===== src/rtl/state_space_plant.sv =====
`default_nettype none
// ============================================================================
//  Module      : state_space_plant
//  Description : Fixed-point discrete state-space plant.
//                y[k] = C*x[k], then x[k+1] = A*x[k] + B*u[k], evaluated with
//                one shared multiply-accumulate per enabled clock, FSM driven.
//                Optional feature macro: PLANT_NOISE_EN (LFSR noise on Y).
//  Revision    : 1.0  initial release
// ============================================================================
module state_space_plant #(
  parameter int WIDTH     = 16,
  parameter int intDigits = 8,
  parameter int nos       = 2,
  parameter int noo       = 1,
  parameter int noi       = 1
) (
  input  logic                               clk,
  input  logic                               reset,
  input  logic                               clk_en,
  input  logic                               load,
  input  logic                               start,
  input  logic [noi-1:0][WIDTH-1:0]          U,
  input  logic [nos-1:0][nos-1:0][WIDTH-1:0] A,
  input  logic [nos-1:0][noi-1:0][WIDTH-1:0] B,
  input  logic [noo-1:0][nos-1:0][WIDTH-1:0] C,
  input  logic [nos-1:0][WIDTH-1:0]          X0,
  output logic [noo-1:0][WIDTH-1:0]          Y,
  output logic [nos-1:0][WIDTH-1:0]          X,
  output logic                               busy,
  output logic                               done
);

  localparam int FRAC = WIDTH - intDigits;
  localparam int PW   = 2 * WIDTH;
  localparam int ACCW = PW + $clog2(nos + noi);
  localparam int CW   = $clog2(nos + noi + noo + 1);

  localparam logic [CW-1:0] C_LAST_YCOL = CW'(nos - 1);
  localparam logic [CW-1:0] C_LAST_XCOL = CW'(nos + noi - 1);
  localparam logic [CW-1:0] C_LAST_YROW = CW'(noo - 1);
  localparam logic [CW-1:0] C_LAST_XROW = CW'(nos - 1);

  typedef enum logic [1:0] {S_IDLE, S_CALC_Y, S_CALC_X, S_DONE} state_e;

  state_e                    state_q, state_d;
  logic [CW-1:0]             row_q, row_d, col_q, col_d;
  logic [ACCW-1:0]           acc_q, acc_d;
  logic [noi-1:0][WIDTH-1:0] u_q, u_d;
  logic [noo-1:0][WIDTH-1:0] y_q, y_d;
  logic [nos-1:0][WIDTH-1:0] x_q, x_d;
  logic [nos-1:0][WIDTH-1:0] xs_q, xs_d;

  logic [WIDTH-1:0]          w_op_a, w_op_b;
  logic signed [PW-1:0]      w_prod;
  logic [ACCW-1:0]           w_acc_sum;
  logic signed [ACCW-1:0]    w_shift, w_pre_y;
  logic                      w_y_write;

  // Clamp a scaled row result into the signed WIDTH-bit range.
  function automatic logic [WIDTH-1:0] sat_word(input logic signed [ACCW-1:0] v);
    logic signed [ACCW-1:0] vmax, vmin;
    vmax = $signed({{(ACCW-WIDTH+1){1'b0}}, {(WIDTH-1){1'b1}}});
    vmin = $signed({{(ACCW-WIDTH+1){1'b1}}, {(WIDTH-1){1'b0}}});
    if (v > vmax)      sat_word = {1'b0, {(WIDTH-1){1'b1}}};
    else if (v < vmin) sat_word = {1'b1, {(WIDTH-1){1'b0}}};
    else               sat_word = v[WIDTH-1:0];
  endfunction

  // Select the MAC operand pair for the current (row, column) position.
  always_comb begin
    w_op_a = '0;
    w_op_b = '0;
    if (state_q == S_CALC_Y) begin
      for (int i = 0; i < noo; i++)
        for (int k = 0; k < nos; k++)
          if (row_q == CW'(i) && col_q == CW'(k)) begin
            w_op_a = C[i][k];
            w_op_b = x_q[k];
          end
    end else if (state_q == S_CALC_X) begin
      for (int j = 0; j < nos; j++) begin
        for (int k = 0; k < nos; k++)
          if (row_q == CW'(j) && col_q == CW'(k)) begin
            w_op_a = A[j][k];
            w_op_b = x_q[k];
          end
        for (int m = 0; m < noi; m++)
          if (row_q == CW'(j) && col_q == CW'(nos + m)) begin
            w_op_a = B[j][m];
            w_op_b = u_q[m];
          end
      end
    end
  end

  // Multiply, accumulate (cleared at column 0) and floor-scale the row result.
  always_comb begin
    w_prod    = $signed(w_op_a) * $signed(w_op_b);
    w_acc_sum = ((col_q == '0) ? '0 : acc_q)
              + {{(ACCW-PW){w_prod[PW-1]}}, w_prod};
    w_shift   = $signed(w_acc_sum) >>> FRAC;
    w_y_write = (state_q == S_CALC_Y) && (col_q == C_LAST_YCOL);
  end

`ifdef PLANT_NOISE_EN
  logic [15:0] lfsr_q;

  // Fibonacci LFSR (taps 16,14,13,11); steps once per Y element written.
  always_ff @(posedge clk or negedge reset) begin
    if (!reset)                  lfsr_q <= 16'hACE1;
    else if (clk_en && w_y_write) lfsr_q <= {lfsr_q[14:0],
                                             lfsr_q[15] ^ lfsr_q[13] ^ lfsr_q[12] ^ lfsr_q[10]};
  end

  // Four LSBs of the LFSR as signed -8..+7 LSB of measurement noise.
  always_comb w_pre_y = w_shift + {{(ACCW-4){lfsr_q[3]}}, lfsr_q[3:0]};
`else
  // Noise-free build: measurement is the exact scaled product sum.
  always_comb w_pre_y = w_shift;
`endif

  // Sequencer: next state, counters, accumulator, result and shadow registers.
  always_comb begin
    state_d = state_q;
    row_d   = row_q;
    col_d   = col_q;
    acc_d   = acc_q;
    u_d     = u_q;
    y_d     = y_q;
    x_d     = x_q;
    xs_d    = xs_q;
    case (state_q)
      S_IDLE: begin
        if (load) begin
          x_d = X0;
        end else if (start) begin
          u_d     = U;
          row_d   = '0;
          col_d   = '0;
          state_d = S_CALC_Y;
        end
      end
      S_CALC_Y: begin
        acc_d = w_acc_sum;
        if (col_q == C_LAST_YCOL) begin
          for (int i = 0; i < noo; i++)
            if (row_q == CW'(i)) y_d[i] = sat_word(w_pre_y);
          col_d = '0;
          if (row_q == C_LAST_YROW) begin
            row_d   = '0;
            state_d = S_CALC_X;
          end else begin
            row_d = row_q + 1'b1;
          end
        end else begin
          col_d = col_q + 1'b1;
        end
      end
      S_CALC_X: begin
        acc_d = w_acc_sum;
        if (col_q == C_LAST_XCOL) begin
          for (int j = 0; j < nos; j++)
            if (row_q == CW'(j)) xs_d[j] = sat_word(w_shift);
          col_d = '0;
          if (row_q == C_LAST_XROW) begin
            // Whole new state vector becomes visible in one edge.
            x_d     = xs_d;
            row_d   = '0;
            state_d = S_DONE;
          end else begin
            row_d = row_q + 1'b1;
          end
        end else begin
          col_d = col_q + 1'b1;
        end
      end
      S_DONE:  state_d = S_IDLE;
      default: state_d = S_IDLE;
    endcase
  end

  // State registers; clk_en low freezes everything.
  always_ff @(posedge clk or negedge reset) begin
    if (!reset) begin
      state_q <= S_IDLE;
      row_q   <= '0;
      col_q   <= '0;
      acc_q   <= '0;
      u_q     <= '0;
      y_q     <= '0;
      x_q     <= '0;
      xs_q    <= '0;
    end else if (clk_en) begin
      state_q <= state_d;
      row_q   <= row_d;
      col_q   <= col_d;
      acc_q   <= acc_d;
      u_q     <= u_d;
      y_q     <= y_d;
      x_q     <= x_d;
      xs_q    <= xs_d;
    end
  end

  assign Y    = y_q;
  assign X    = x_q;
  assign busy = (state_q == S_CALC_Y) || (state_q == S_CALC_X);
  assign done = (state_q == S_DONE);

endmodule
`default_nettype wire


===== config.mk =====
export PLATFORM = sky130hd
export DESIGN_NAME = state_space_plant
export DESIGN_NICKNAME = d
export VERILOG_FILES = /design/src/rtl/state_space_plant.sv
export SDC_FILE = /design/constraint.sdc
export NUM_CORES = 1
export LEC_CHECK = 0
export CAP_MARGIN = 10
export CORE_MARGIN = 10
export CORE_UTILIZATION = 40
export DETAILED_ROUTE_END_ITERATION = 10
export PLACE_DENSITY_LB_ADDON = 0.15
export RECOVER_POWER = 100
export SYNTH_ARGS = -nofsm -noshare
export SYNTH_HDL_FRONTEND = slang
export SYNTH_SLANG_ARGS = --single-unit

===== constraint.sdc =====
create_clock -name clk -period 34.3 [get_ports clk]
set_clock_uncertainty 0.05 [all_clocks]
set_input_delay 6.86 -clock clk [delete_from_list [all_inputs] [get_ports clk]]
set_output_delay 6.86 -clock clk [all_outputs]
set_load 0.02 [all_outputs]

[Yosys cells after proc, flatten, opt, wreduce, memory -nomap -nowiden]
Cells that the tools add are included.
Storage, ports and cells
  register bits after elaboration: 138
  bits of input ports: 181
  output and inout port bits: 50
  word-level logic and storage cells: 95
Cells by class
  $add $sub $neg: 3
  multiply operators: 1
  magnitude comparators: 2
  equal/unequal tests: 13
  mux-type cells: 44
  bitwise operators: 1
  reductions and logical operators: 21
Operator list (count)
  $mux 16: 22
  $mux 32: 3
  $pmux 32 s2: 1
  $add 34x34->34: 1
  $mux 34: 1
  $mul 16x16->32: 1
  $gt 26x16->1 const B: 1
  $lt 26x16->1 const B: 1
  $mux 3: 8
  $pmux 3 s3: 2
  $ne 2x2->1 const B: 7
  $mux 2: 6
  $reduce_and 4->1: 3
  $pmux 2 s4: 1
  $reduce_and 7->1: 1
  $add 3x1->3 const B: 2
  $eq 3x1->1 const B: 2
  $logic_and 1x1->1: 6
  $logic_not 3->1: 2
  $reduce_and 6->1: 1
  $reduce_and 5->1: 1
  $eq 2x2->1 const B: 2
  $eq 3x2->1 const B: 1
  $reduce_and 3->1: 1
  other kinds (8): 8

[Logic depth before layout (Yosys ltp)]
  word-level depth: 19
  gate-level depth with buffers: 54
  depth with buffers taken out: 50

[Worst setup path after synthesis]
OpenSTA, ideal clock, no wires.
  path type: in2reg
  start: in B[15] in the netlist's numbering
  end: reg x_q (netlist bit X[11])
  setup time: 126 ps
  arrival: 16055 ps
  data required time: 34124 ps
  slack: 18069 ps
  stages on the path: 44
  path buffers: 2
  path through: mux2_2 -> a32oi_1 -> nand2_1 -> o21ai_0 -> a211oi_1 -> a21oi_1 -> o21a_1 -> or2_2 -> inv_1 -> fa_1 -> fa_1 -> fa_1 -> fa_1 -> fa_1 -> inv_1 -> fa_1 -> inv_1 -> ha_1 -> [8 not listed] -> o21ai_0 -> a21oi_1 -> xnor2_1 -> ha_1 -> clkbuf_1 -> o21ai_0 -> o21bai_1 -> a21o_1 -> a21o_1 -> o21a_1 -> nor2_1 -> a2111oi_0 -> a22oi_2 -> xnor2_1 -> o41a_4 -> nor3_4 -> buf_6 -> a21oi_2
On the way
  cells in the longest elaborated chain, start to end: 15
  elaborated cells on any way between the ends: 16
  classes of those cells: add/sub (1); mul (1); order compare (2); mux (12)
RTL lines
  start, declared: line 24  | input logic [nos-1:0][noi-1:0][WIDTH-1:0] B,
  $mux 16 (*): line 88  | if (row_q == CW'(j) && col_q == CW'(nos + m)) begin
  $mux 16 (*) (2 in series): line 83  | if (row_q == CW'(j) && col_q == CW'(k)) begin
  $mux 16 (*): line 88
  $mux 16 (*): line 80  | end else if (state_q == S_CALC_X) begin
  $mux 16 (*): line 73  | if (state_q == S_CALC_Y) begin
  $mul 16x16->32 (*): line 98  | w_prod = $signed(w_op_a) * $signed(w_op_b);
  $add 34x34->34 (*): line 100  | + {{(ACCW-PW){w_prod[PW-1]}}, w_prod};
  $lt 26x16->1: line 65  | else if (v < vmin) sat_word = {1'b1, {(WIDTH-1){1'b0}}};
  $mux 16: line 65
  $mux 16 (*): line 64  | if (v > vmax) sat_word = {1'b0, {(WIDTH-1){1'b1}}};
  $mux 16 (*): line 163  | if (row_q == CW'(j)) xs_d[j] = sat_word(w_shift);
  $mux 32 (*): line 165  | if (row_q == C_LAST_XROW) begin
  $mux 32 (*): line 161  | if (col_q == C_LAST_XCOL) begin
  $pmux 32 s2 (*): line 132  | case (state_q)
  end signal, assigned: line 191  | x_q <= '0;
  end signal, assigned: line 200  | x_q <= x_d;
  end, declared: line 50  | logic [nos-1:0][WIDTH-1:0] x_q, x_d;
Every way passes the cells marked *; elsewhere a longest branch is shown, timed or not. The select of a mux whose other input is x is not followed.
A chain may end at the register's enable or synchronous reset.

[Worst setup path in the final report]
  start: in A[16] in the netlist's numbering
  end: reg x_q (netlist bit X[24])
On the way
  cells in the longest elaborated chain, start to end: 16
  elaborated cells on any way between the ends: 17
  classes of those cells: add/sub (1); mul (1); order compare (2); mux (13)
RTL lines
  start, declared: line 23  | input logic [nos-1:0][nos-1:0][WIDTH-1:0] A,
  $mux 16 (*): line 83
  $mux 16 (*): line 88
  $mux 16 (*) (2 in series): line 83
  $mux 16 (*): line 88
  $mux 16 (*): line 80
  $mux 16 (*): line 73
  $mul 16x16->32 (*): line 98
  $add 34x34->34 (*): line 100
  $lt 26x16->1: line 65
  $mux 16: line 65
  $mux 16 (*): line 64
  $mux 16 (*): line 163
  $mux 32 (*): line 165
  $mux 32 (*): line 161
  $pmux 32 s2 (*): line 132
Marked as above.

==> flow_summary.json <==
{
  "gp_congestion": 0.911,
  "clk_pin_slew_ns": 0.06,
  "worstSetupEndpointType": "flip-flop",
  "synth_top_area_frac": 0.278,
  "slew_headroom": -1.69,
  "cap_violations": 2,
  "crit_path_top_delay_cell": "clkbuf_1",
  "placed_cells": 2995,
  "synthTopCellsByArea": "fa_1 28%, dfrtp_1 16%, ha_1 8.1%, inv_1 6.4%, nand2_1 5.4%",
  "drv_slew": 126,
  "routed_wl_mm": 63.4,
  "final_util": 0.481,
  "dp_slack_ns": 15.65,
  "io_buffers": 230,
  "rsz0062_at_grt": "no",
  "cts.path.max_buffers": 2,
  "critPathMaxStageDelay_ns": 0.87,
  "clock-sinks": 123,
  "status": "finished, violations left",
  "start_util": 0.406,
  "yosysWarningCount": 0,
  "hold_viol": 0,
  "grt_pass1_wl_mm": 97.7,
  "ys_seq_area_frac": 0.162,
  "ioPinCount": 231,
  "instances_no_fill": 3028,
  "synth.distinct_cells": 78,
  "period_minus_slack_ns": 18.75,
  "clockRootBuffer": "clkbuf_16",
  "hp-class": "flip-flop to flip-flop",
  "async_reset_ff_frac": 1.00,
  "cts_tree": "done",
  "path_max_fanout": 22,
  "synth_commonest_cells": "323 x inv_1, 271 x nand2_1, 263 x fa_1",
  "cts_buffers": 17,
  "postCtsHoldBufs": 0,
  "clock_latency_ns": 0.43,
  "worstMarginPinSlew_ns": 4.04,
  "syn_nets": 2790,
  "coreArea_sq_um": 46700,
  "vias_per_cell": 5.44,
  "grt_util_all_layers": 0.221,
  "num_rows": 79,
  "route.detailed.drc": 0,
  "vias": 16500,
  "synth_edf_count": 0,
  "fin_tns_setup_ns": 0,
  "violations": "max-capacitance violations, max-slew violations",
  "setup_slack_ns": 15.55,
  "hpwl_mm": 51.9,
  "synth_top_cell_by_area": "fa_1",
  "syn_inst": 2224,
  "drt_iter0_markers": 1226,
  "grt_overflow": 0,
  "grt_max_degree": 72,
  "crit_arrival_ns": 19.03,
  "ant_nets": 0,
  "netlist_area_sq_um": 18900,
  "area_growth_pct": 18.5,
  "cts_setup_buffers": 0,
  "antenna_found_initial": 0,
  "avgRoutedWirePerCell_um": 20.9,
  "dieArea_sq_um": 56500,
  "required_ns": 34.58,
  "setup-violations-final": 0,
  "fmax_mhz": 53.3,
  "cts_resized": 0,
  "critPathLaunchType": "input port",
  "yosysMostFrequentCell": "inv_1",
  "grt_pass1_vias": 16800,
  "drive_gt1_frac": 0.0653,
  "period_share": 0.547,
  "ys_ff_latch": 123,
  "die_h_um": 238,
  "critPathKind": "input port to flip-flop",
  "die_x_um": 238,
  "cts.htree.levels": 4,
  "final_nets": 2973,
  "synth-main-ff-cell": "dfrtp_1",
  "drtPass1Iterations": 5,
  "syn_area_per_cell_sq_um": 8.52
}
-- through the flow --
step	instance area, sq um	hold WS [ns]
final	22500	0.420
after global routing	22500	0.450
after CTS	22600	0.427
after detailed placement	21900	0.413
after global placement	21900	0.406
after floorplan	18900	0.392
-- logic make-up after synthesis --
logic type      count (synthesis)  synth area share
simple gates                  679             0.158
compound gates                488             0.173
buf+inv                       430            0.0866
fa+ha+maj                     385             0.358
flops                         123             0.162
xor+xnor                       69            0.0326
mux                            50            0.0293
-- area by class of cell --
cell class                      count  area, sq um
Timing Repair Buffer              271         2590
Multi-Input combinational cell   1671        14200
Clock inverter                     13          191
Clock buffer                       19          453
Inverter                          323         1210
Antenna cell                        1         2.50
Fill cell                        4498        24200
Sequential cell                   123         3080
Tap cell                          607          759
-- worst max-delay path: cells and delay by family --
| family | cells | cell delay, ns |
|---|---|---|
| buffers and inverters | 7 | 2.21 |
| muxes | 1 | 0.27 |
| adders and majority gates | 8 | 3.64 |
| xor gates and xnor gates | 2 | 0.30 |
| and+or+nand+nor | 6 | 1.30 |
| AOI/OAI and AO/OA | 20 | 4.44 |
-- path summary, 6_finish.rpt --
check / startpoint / slack (ns) / cells past startpoint / end
hold / removal: acc_q[4] / 0.42 / 2 / acc_q[4]
setup / recovery: A[16] / 15.55 / 44 / X[24]
min in group asynchronous: reset / 7.42 / 1 / Y[1]
hold reg to reg: acc_q[4] / 0.42 / 2 / acc_q[4]
setup reg to reg: row_q[0] / 20.42 / 47 / X[24]
max in group asynchronous: reset / 21.77 / 2 / u_q[9]
-- state kept, by name, indices dropped and copies added, names as in the netlist --
name / count
col_q: 3
row_q: 3
Y: 16
acc_q: 34
xs_q: 17
state_q: 2
u_q: 16
X: 32
-- placed cells by master, fill, tap and decap left out, drive strengths merged, types with 9 or more instances in the layout --
master	n
a211oi	17
a21oi	96
nor3	9
xnor2	46
fa	263
mux2	43
xor2	22
or2	14
nor2b	11
dfrtp	123
dlygate4sd3	52
and2	45
inv	324
clkbuf	23
a221oi	11
a21o	15
buf	38
nand2b	31
nand3	34
a22o	48
o21ai	185
nor2	235
a222oi	16
ha	122
a22oi	44
nand2	278
clkdlybuf4s50	177
o21a	10
-- layer usage --
layer | vias to the layer above | wire length [um] | global-route usage
li1 | 7623 | - | -
met1 | 8267 | 27600 | 0.295
met2 | 498 | 31100 | 0.370
met3 | 73 | 3270 | 0.0308
met4 | 0 | 1430 | 0.0596
met5 | - | 0 | 0
Power is not shown: default switching activity piles up to over one toggle a cycle in this logic, so the estimate is an artifact.
